**config.mk**
```make
export PLATFORM = sky130hd
export DESIGN_NAME = btn_debounce
export DESIGN_NICKNAME = d
export VERILOG_FILES = /design/src/rtl/btn_pkg.sv /design/src/rtl/btn_debounce_cell.sv /design/src/rtl/btn_debounce.sv
export SDC_FILE = /design/constraint.sdc
export NUM_CORES = 1
export LEC_CHECK = 0
export CAP_MARGIN = 5
export CORE_ASPECT_RATIO = 0.7
export CORE_MARGIN = 8
export CORE_UTILIZATION = 48
export CTS_BUF_LIST = sky130_fd_sc_hd__clkbuf_8
export CTS_CLUSTER_SIZE = 24
export DETAILED_ROUTE_END_ITERATION = 6
export PLACE_DENSITY = 0.78
export SLEW_MARGIN = 10
export SYNTH_ARGS = -nofsm -noshare
export SYNTH_HDL_FRONTEND = slang
export SYNTH_SLANG_ARGS = --single-unit
```
**constraint.sdc**
```tcl
create_clock -name clk -period 1.4 [get_ports clk]
set_clock_uncertainty 0.15 [all_clocks]
set_input_delay 0.21 -clock clk [delete_from_list [all_inputs] [get_ports clk]]
set_output_delay 0.21 -clock clk [all_outputs]
set_load 0.005 [all_outputs]
```
**src/rtl/btn_pkg.sv**
```systemverilog
// Shared constants for the push-button debouncer: board defaults and FSM state encodings.
// Auto-repeat defaults exist only when BTN_AUTOREPEAT_EN is defined.
package btn_pkg;

   localparam int unsigned DEF_NBTN         = 5;
   localparam int unsigned DEF_STABLE_TICKS = 2;
`ifdef BTN_AUTOREPEAT_EN
   localparam int unsigned DEF_REPEAT_DELAY = 50;
   localparam int unsigned DEF_REPEAT_RATE  = 10;
`endif

   localparam logic [1:0] ST_REL      = 2'd0;
   localparam logic [1:0] ST_REL_PEND = 2'd1;
   localparam logic [1:0] ST_PRS      = 2'd2;
   localparam logic [1:0] ST_PRS_PEND = 2'd3;

endpackage

```
**src/rtl/btn_debounce_cell.sv**
```systemverilog
// One button: raw-pin synchronizer, tick-qualified debounce FSM and registered level/pulses.
// BTN_AUTOREPEAT_EN adds a hold counter that re-emits press pulses while the button is held.
module btn_debounce_cell
   import btn_pkg::*;
#(
   parameter int unsigned STABLE_TICKS = DEF_STABLE_TICKS
`ifdef BTN_AUTOREPEAT_EN
  ,parameter int unsigned REPEAT_DELAY = DEF_REPEAT_DELAY
  ,parameter int unsigned REPEAT_RATE  = DEF_REPEAT_RATE
`endif
) (
   input  logic clk,
   input  logic rst,
   input  logic tick_i,
   input  logic raw_i,
   output logic level_o,
   output logic press_o,
   output logic release_o
);

   localparam int unsigned CW = $clog2(STABLE_TICKS + 1);

   logic [1:0]    sync_q;
   logic [1:0]    state_q, state_d;
   logic [CW-1:0] cnt_q, cnt_d, cnt_inc;
   logic          level_q, level_d;
   logic          press_q, press_d, release_q, release_d;
   logic          press_pulse;
   logic          sample;

   assign sample  = sync_q[1];
   assign cnt_inc = (cnt_q == CW'(STABLE_TICKS)) ? cnt_q : cnt_q + CW'(1);

   always_comb begin
      state_d   = state_q;
      cnt_d     = cnt_q;
      level_d   = level_q;
      press_d   = 1'b0;
      release_d = 1'b0;
      if (tick_i) begin
         case (state_q)
            ST_REL: begin
               if (sample) begin
                  if (STABLE_TICKS == 1) begin
                     state_d = ST_PRS;
                     level_d = 1'b1;
                     press_d = 1'b1;
                  end else begin
                     state_d = ST_REL_PEND;
                     cnt_d   = CW'(1);
                  end
               end
            end
            ST_REL_PEND: begin
               if (!sample) begin
                  state_d = ST_REL;
                  cnt_d   = '0;
               end else if (cnt_inc == CW'(STABLE_TICKS)) begin
                  state_d = ST_PRS;
                  cnt_d   = '0;
                  level_d = 1'b1;
                  press_d = 1'b1;
               end else begin
                  cnt_d = cnt_inc;
               end
            end
            ST_PRS: begin
               if (!sample) begin
                  if (STABLE_TICKS == 1) begin
                     state_d   = ST_REL;
                     level_d   = 1'b0;
                     release_d = 1'b1;
                  end else begin
                     state_d = ST_PRS_PEND;
                     cnt_d   = CW'(1);
                  end
               end
            end
            ST_PRS_PEND: begin
               if (sample) begin
                  state_d = ST_PRS;
                  cnt_d   = '0;
               end else if (cnt_inc == CW'(STABLE_TICKS)) begin
                  state_d   = ST_REL;
                  cnt_d     = '0;
                  level_d   = 1'b0;
                  release_d = 1'b1;
               end else begin
                  cnt_d = cnt_inc;
               end
            end
            default: begin
               state_d = ST_REL;
               cnt_d   = '0;
               level_d = 1'b0;
            end
         endcase
      end
   end

`ifdef BTN_AUTOREPEAT_EN
   localparam int unsigned HW = $clog2(REPEAT_DELAY + REPEAT_RATE + 1);

   logic [HW-1:0] hold_q, hold_d, hold_inc;
   logic          rpt_d;

   assign hold_inc = hold_q + HW'(1);

   // Hold count freezes in PRS_PEND; after the first repeat it cycles between DELAY and DELAY+RATE.
   always_comb begin
      hold_d = hold_q;
      rpt_d  = 1'b0;
      if (!level_d) begin
         hold_d = '0;
      end else if (tick_i && (state_q == ST_PRS) && (state_d == ST_PRS)) begin
         hold_d = hold_inc;
         if (hold_inc == HW'(REPEAT_DELAY)) begin
            rpt_d = 1'b1;
         end else if (hold_inc == HW'(REPEAT_DELAY + REPEAT_RATE)) begin
            rpt_d  = 1'b1;
            hold_d = HW'(REPEAT_DELAY);
         end
      end
   end

   always_ff @(posedge clk) begin
      if (rst) hold_q <= '0;
      else     hold_q <= hold_d;
   end

   assign press_pulse = press_d | rpt_d;
`else
   assign press_pulse = press_d;
`endif

   always_ff @(posedge clk) begin
      if (rst) begin
         sync_q    <= 2'b00;
         state_q   <= ST_REL;
         cnt_q     <= '0;
         level_q   <= 1'b0;
         press_q   <= 1'b0;
         release_q <= 1'b0;
      end else begin
         sync_q    <= {sync_q[0], raw_i};
         state_q   <= state_d;
         cnt_q     <= cnt_d;
         level_q   <= level_d;
         press_q   <= press_pulse;
         release_q <= release_d;
      end
   end

   assign level_o   = level_q;
   assign press_o   = press_q;
   assign release_o = release_q;

endmodule

```
**src/rtl/btn_debounce.sv**
```systemverilog
// Debounces NBTN push-buttons using a synchronized 100 Hz slow clock as the sampling strobe.
// Define BTN_AUTOREPEAT_EN to enable press auto-repeat while a button is held.
module btn_debounce
   import btn_pkg::*;
#(
   parameter int unsigned NBTN         = DEF_NBTN,
   parameter int unsigned STABLE_TICKS = DEF_STABLE_TICKS
`ifdef BTN_AUTOREPEAT_EN
  ,parameter int unsigned REPEAT_DELAY = DEF_REPEAT_DELAY
  ,parameter int unsigned REPEAT_RATE  = DEF_REPEAT_RATE
`endif
) (
   input  logic            clk,
   input  logic            rst,
   input  logic            slow_clk,
   input  logic [NBTN-1:0] btn_raw,
   output logic [NBTN-1:0] btn_level,
   output logic [NBTN-1:0] btn_press,
   output logic [NBTN-1:0] btn_release
);

   logic slow_s1_q, slow_s2_q, slow_prev_q, tick_q;

   // Sync flops reset high so a slow_clk already high at reset does not produce a tick.
   always_ff @(posedge clk) begin
      if (rst) begin
         slow_s1_q   <= 1'b1;
         slow_s2_q   <= 1'b1;
         slow_prev_q <= 1'b1;
         tick_q      <= 1'b0;
      end else begin
         slow_s1_q   <= slow_clk;
         slow_s2_q   <= slow_s1_q;
         slow_prev_q <= slow_s2_q;
         tick_q      <= slow_s2_q & ~slow_prev_q;
      end
   end

   for (genvar i = 0; i < NBTN; i++) begin : gen_cell
      btn_debounce_cell #(
         .STABLE_TICKS (STABLE_TICKS)
`ifdef BTN_AUTOREPEAT_EN
        ,.REPEAT_DELAY (REPEAT_DELAY)
        ,.REPEAT_RATE  (REPEAT_RATE)
`endif
      ) u_cell (
         .clk       (clk),
         .rst       (rst),
         .tick_i    (tick_q),
         .raw_i     (btn_raw[i]),
         .level_o   (btn_level[i]),
         .press_o   (btn_press[i]),
         .release_o (btn_release[i])
      );
   end

endmodule

```
==> results of run 1 <==
==> critical path, stage by stage, from the launching register on <==
cell and delay, ns:
dfxtp_1 0.35, inv_1 0.07, ha_4 0.27, nand3_2 0.12
o211ai_1 0.19, o31ai_1 0.09
==> kinds of logic (layout without fill, tap and decap cells) <==
group,count (synthesis),count (layout),synth area share [%]
adders and majority gates,5,5,3.14
buffers and inverters,42,58,12.4
DFF,49,49,49.3
xor gates and xnor gates,5,5,2.20
muxes,5,5,2.51
AOI/OAI and AO/OA,33,33,12.0
and+or+nand+nor,64,64,18.4
==> power by group through the flow <==
stage | clock network (mW) | registers (mW) | logic, mW
finish | 0.803 | 1.47 | 0.179
detailed placement | 0 | 1.50 | 0.185
global route | 0.899 | 1.48 | 0.198
floorplan | 0 | 1.49 | 0.120
global placement | 0 | 1.50 | 0.182
CTS | 0.842 | 1.47 | 0.177
==> cells in the final DEF (no fill, tap or decap), types with 6 or more instances in the layout <==
cell,count
dfxtp_2,8
nor2b_1,10
dfxtp_1,41
buf_4,9
nor2_1,7
inv_1,17
dlygate4sd2_1,15
clkdlybuf4s50_1,7
nand2_1,10
nand2b_1,7
clkbuf_8,6
==> synthesized netlist by cell type <==
cell and number:
a211o_1 3, a21oi_1 5, a32oi_1 2, a41oi_1 5, and3_1 5, buf_2 3
buf_4 15, buf_6 4, clkbuf_1 2, dfxtp_1 49, ha_1 5, inv_1 17
inv_2 1, mux2i_1 5, nand2_1 10, nand2_4 1, nand2b_1 7, nand3_1 10
nor2_1 7, nor2b_1 10, nor3b_1 1, nor4_1 4, nor4b_1 6, o2111ai_1 3
o211ai_1 5, o21ai_0 5, o31ai_1 5, or2_2 3, xor2_1 5
==> area by class of cell <==
class	count	area [µm²]
clock inverters	1	3.75
repair buffers	33	309
well taps	52	65.1
fillers	366	1560
flip-flops and latches	49	991
multi-input cells	112	863
clock buffers	6	82.6
inverters	18	67.6
==> final timing paths <==
path / cells past startpoint / startpoint / endpoint / slack (ns)
max: 5 / gen_cell[1].u_cell.cnt_q[0]$_SDFFE_PP0P_ / gen_cell[1].u_cell.level_o$_SDFFE_PP0P_ / 0.06
min: 1 / slow_prev_q$_SDFF_PP1_ / tick_q$_SDFF_PP0_ / 0.24
max reg2reg: 5 / gen_cell[1].u_cell.cnt_q[0]$_SDFFE_PP0P_ / gen_cell[1].u_cell.level_o$_SDFFE_PP0P_ / 0.06
min reg2reg: 1 / slow_prev_q$_SDFF_PP1_ / tick_q$_SDFF_PP0_ / 0.24
==> metal layers <==
metal  up-vias  track usage, %
li1        717               -
met1       629            13.4
met2        28            14.4
met3         7            4.38
met4         0            5.34
met5         -               0
==> per-stage QoR <==
step	utilization, %	TNS (ns)	hold slack, ns	setup slack, ns
floorplan	-	0	0.164	0.0965
global placement	55.6	-0.426	0.227	-0.0527
detailed placement	55.6	-0.938	0.232	-0.0876
CTS	57.8	0	0.244	0.0381
global route	60.4	-0.0105	0.265	-0.0105
finish	60.4	0	0.242	0.0570
==> what timing repair did <==
action | in CTS | in global routing
buffers inserted | 1 | 0
setup endpoints to repair | 16 | 12
pin swaps | 0 | 4
gates resized for setup | 21 | 15
==> results.sh, run 1 <==
export IMPL_syn_area_mm2=0.00199
export IMPL_cts_root_buf="clkbuf_8"
export IMPL_crit_type="reg2reg"
export IMPL_initial_core_util_pct=50.4
export IMPL_port_buffers=22
export IMPL_fmax_mhz=745
export IMPL_first_pass_iters=4
export IMPL_clock_sinks=49
export IMPL_intPower_mw=1.93
export IMPL_cp_end_kind="flip-flop"
export IMPL_vias_per_cell=5.10
export IMPL_syn_num_nets=216
export IMPL_period_minus_slack_ns=1.34
export IMPL_core_area_mm2=0.00395
export IMPL_met3_length_um=204
export IMPL_hold_violations=0
export IMPL_vdd_drop_max_mv=0.699
export IMPL_h_tree_depth=2
export IMPL_clkSlewWorstSetupHoldPaths_ns=0.08
export IMPL_grt_pass1_wl_mm=5.41
export IMPL_p_switching_uw=525
export IMPL_min_period_over_period_pct=95.9
export IMPL_die_y_um=69.9
export IMPL_power_frac_seq_pct=60.0
export IMPL_rows=19
export IMPL_yosys_warnings=0
export IMPL_antenna_cells=0
export IMPL_hold_path_class="reg2reg"
export IMPL_drv_slew=0
export IMPL_die_area_mm2=0.00650
export IMPL_fin_area_mm2=0.00238
export IMPL_worstMarginPinSlew_ns=0.288
export IMPL_instances_no_fill=271
export IMPL_overflow=0
export IMPL_leakagePower_nw=0.951
export IMPL_area_delta_synth_final_pct=19.7
export IMPL_cts_made_buffers=5
export IMPL_yosysTopAreaCell="dfxtp_1"
export IMPL_die_w_um=93.0
export IMPL_power_density_mw_per_mm2=1030
export IMPL_wl_per_cell_um=12.6
export IMPL_drtAntennaViolNets=0
export IMPL_maxCapViolCount=0
export IMPL_status="finished clean"
export IMPL_routed_top_layer="met4"
export IMPL_avgSynthCellArea_um2=9.81
export IMPL_swShare_pct=21.4
export IMPL_grt_use_total_pct=10.4
export IMPL_final_layout_size_suffix_gt1_share_pct=19.2
export IMPL_critPathMaxFanout=4
export IMPL_cts_hold_buf=0
export IMPL_pwr_share_clk_pct=32.7
export IMPL_setup_violations=0
export IMPL_dr_wl_met2_mm=1.36
export IMPL_synth_cell_type_count=29
export IMPL_grt_max_degree=24
export IMPL_cts_tree="done"
export IMPL_slew_limit_headroom_pct=80.7
export IMPL_drt_total_wl_mm=3.41
export IMPL_routabilityCongestion=0.750
export IMPL_antenna_found_initial=0
export IMPL_syn_inst=203
export IMPL_wl_met1_mm=1.78
export IMPL_insertion_delay_ns=0.29
export IMPL_required_ns=1.43
export IMPL_cp_start_kind="flip-flop"
export IMPL_drc=0
export IMPL_combPwrFrac_pct=7.3
export IMPL_vias=1381
export IMPL_synth_seq_cells=49
export IMPL_dpl_instance_area_mm2=0.00220
export IMPL_arrival_ns=1.37
export IMPL_grt_pass1_vias=1190
export IMPL_yosysTopAreaCellShare_pct=49.3
export IMPL_io_pin_count=23
export IMPL_ys_seq_area_share_pct=49.3
export IMPL_synth_area_leaders="dfxtp_1, buf_4, inv_1"
export IMPL_fin_nets=232
export IMPL_first_iter_violations=67
export IMPL_power_total_mw=2.45
export IMPL_clockBufferDepth=2
export IMPL_dp_cells=263
export IMPL_dp_hpwl_mm=2.28
Power figures use the tool's default switching activity.
==> run 2: changes to the inputs <==
SLEW_MARGIN = 40   (was 10)
==> results of run 2 <==
The final DEF is identical to that of run 1; final timing and power are the same.
==> run 3: changes to the inputs <==
SETUP_SLACK_MARGIN = 0.2   (was not set)
clock period = 1.5 ns   (was 1.4 ns; I/O delays follow)
==> run 3 against run 2 <==
Non-clock buffer count did not move. Largest cell class unchanged. Core utilization rose by 3.0 points. Critical path type unchanged. Sequential share of layout area fell by 1.4 points. Worst hold slack improved by 0.012 ns. Via count rose by 3.5%. Routed wire length rose by 9.7%. First-iteration DRC count rose by 33%. Critical path depth did not move. Total power rose by 1.5%. Highest routed layer unchanged.
==> results.sh, run 3 (synthesized netlist as in run 1, its figures left out) <==
export IMPL_status="finished clean"
export IMPL_min_period_over_period_pct=92.7
export IMPL_h_tree_depth=2
export IMPL_dp_cells=262
export IMPL_seqCellArea_mm2=0.00101
export IMPL_grt_pass1_vias=1223
export IMPL_port_buffers=22
export IMPL_critPathBufInv=1
export IMPL_drt_total_wl_mm=3.74
export IMPL_cts_root_buf="clkbuf_8"
export IMPL_initial_core_util_pct=50.4
export IMPL_fin_setup_tns_ns=0
export IMPL_cts_tree="done"
export IMPL_leakagePower_nw=0.976
export IMPL_clock_sinks=49
export IMPL_final_common_cell="dfxtp_1"
export IMPL_multi_input_area_um2=933
export IMPL_crit_family="compound AO/OA/AOI/OAI gates"
export IMPL_clkSlewWorstSetupHoldPaths_ns=0.08
export IMPL_arrival_ns=1.41
export IMPL_worstMarginPinSlew_ns=0.290
export IMPL_first_pass_iters=4
export IMPL_antenna_found_initial=0
export IMPL_drtAntennaViolNets=0
export IMPL_final_cell_mix="dfxtp_1, dfxtp_2, dlygate4sd2_1, inv_2"
export IMPL_vias=1429
export IMPL_rows=19
export IMPL_final_core_util_pct=63.4
export IMPL_cp_start_kind="flip-flop"
export IMPL_finalWorstSetupSlack_ns=0.109
export IMPL_cp_end_kind="flip-flop"
export IMPL_power_density_mw_per_mm2=995
export IMPL_vdd_drop_max_mv=0.745
export IMPL_core_area_mm2=0.00395
export IMPL_path_cells="inv_2, ha_4, nand3_4, o211ai_1, o31ai_1"
export IMPL_power_total_mw=2.49
export IMPL_maxCapViolCount=0
export IMPL_fin_area_mm2=0.00250
export IMPL_grt_max_degree=37
export IMPL_antenna_cells=0
export IMPL_critPathMaxFanout=4
export IMPL_hold_slack_ns=0.254
export IMPL_grt_pass1_wl_mm=5.50
export IMPL_setup_violations=0
export IMPL_dpl_instance_area_mm2=0.00218
export IMPL_final_layout_size_suffix_gt1_share_pct=31.4
export IMPL_nFillCells=336
export IMPL_grt_use_total_pct=10.3
export IMPL_hold_violations=0
export IMPL_cts_made_buffers=5
export IMPL_routabilityCongestion=0.741
export IMPL_clockBufferDepth=2
export IMPL_insertion_delay_ns=0.30
export IMPL_die_y_um=69.9
export IMPL_drv_slew=0
export IMPL_dp_hpwl_mm=2.32
export IMPL_instances_no_fill=272
export IMPL_period_minus_slack_ns=1.39
export IMPL_die_area_mm2=0.00650
export IMPL_area_delta_synth_final_pct=25.7
export IMPL_fmax_mhz=719
export IMPL_slowest_delay_ns=0.34
export IMPL_die_w_um=93.0
export IMPL_required_ns=1.51
export IMPL_rsz0062_at_grt="yes"
export IMPL_cp_slowest_cell="dfxtp_2"
export IMPL_vias_per_cell=5.25
export IMPL_overflow=0
export IMPL_first_iter_violations=89
export IMPL_hold_path_class="reg2reg"
export IMPL_fin_nets=232
export IMPL_crit_type="reg2reg"
export IMPL_post_place_ws_ns=-0.0320
export IMPL_drc=0
export IMPL_wl_per_cell_um=13.7
export IMPL_io_pin_count=23
export IMPL_slew_limit_headroom_pct=80.6
## run 3: cell count changes in the layout (fill, tap and decap cells not counted), sizes merged
| cell | before | now |
|---|---|---|
| bufinv | 0 | 1 |
| buf | 11 | 10 |
| clkbuf | 6 | 7 |
## run 3: worst reg2reg max path, cell delays in order, from the launching register on
cell and delay, ns:
dfxtp_2 0.34, inv_2 0.04, ha_4 0.28, nand3_4 0.11
o211ai_1 0.23, o31ai_1 0.12
## run 3: final cells by class
type	instances	share of cell area [%]
repair buffers	33	12.5
clock buffers	6	3.30
clock inverters	2	1.35
inverters	18	2.70
multi-input cells	112	37.3
flip-flops and latches	49	40.2
well taps	52	2.60
## run 3: worst paths after layout
path | startpoint | end | slack [ns] | cells past startpoint
hold reg to reg | slow_prev_q$_SDFF_PP1_ | tick_q$_SDFF_PP0_ | 0.25 | 1
setup / recovery | gen_cell[1].u_cell.cnt_q[0]$_SDFFE_PP0P_ | gen_cell[1].u_cell.level_o$_SDFFE_PP0P_ | 0.11 | 5
setup reg to reg | gen_cell[1].u_cell.cnt_q[0]$_SDFFE_PP0P_ | gen_cell[1].u_cell.level_o$_SDFFE_PP0P_ | 0.11 | 5
hold / removal | slow_prev_q$_SDFF_PP1_ | tick_q$_SDFF_PP0_ | 0.25 | 1
## run 3: metal layers
layer  track usage, %  part of all wire, %  vias to the layer above
met5                0                    0                        -
met4             3.20                 0.75                        0
met3             3.95                  6.4                        5
met2             14.5                   44                       40
met1             13.9                   48                      668
li1                 -                    -                      716
## run 3: repair_timing
| item | 4_1_cts | 5_1_grt |
|---|---|---|
| buffers inserted | 1 | 0 |
| hold buffers | 0 | 0 |
| gates resized for setup | 37 | 29 |
| cloned | 0 | 1 |
| endpoints found under the setup margin | 28 | 19 |
| pin swaps | 5 | 10 |
## run 3: report_power, final
part	switching [mW]	internal, mW	leakage (nW)
combinational	0.0731	0.0944	0.506
clock	0.409	0.537	0.0626
sequential	0.0314	1.35	0.407
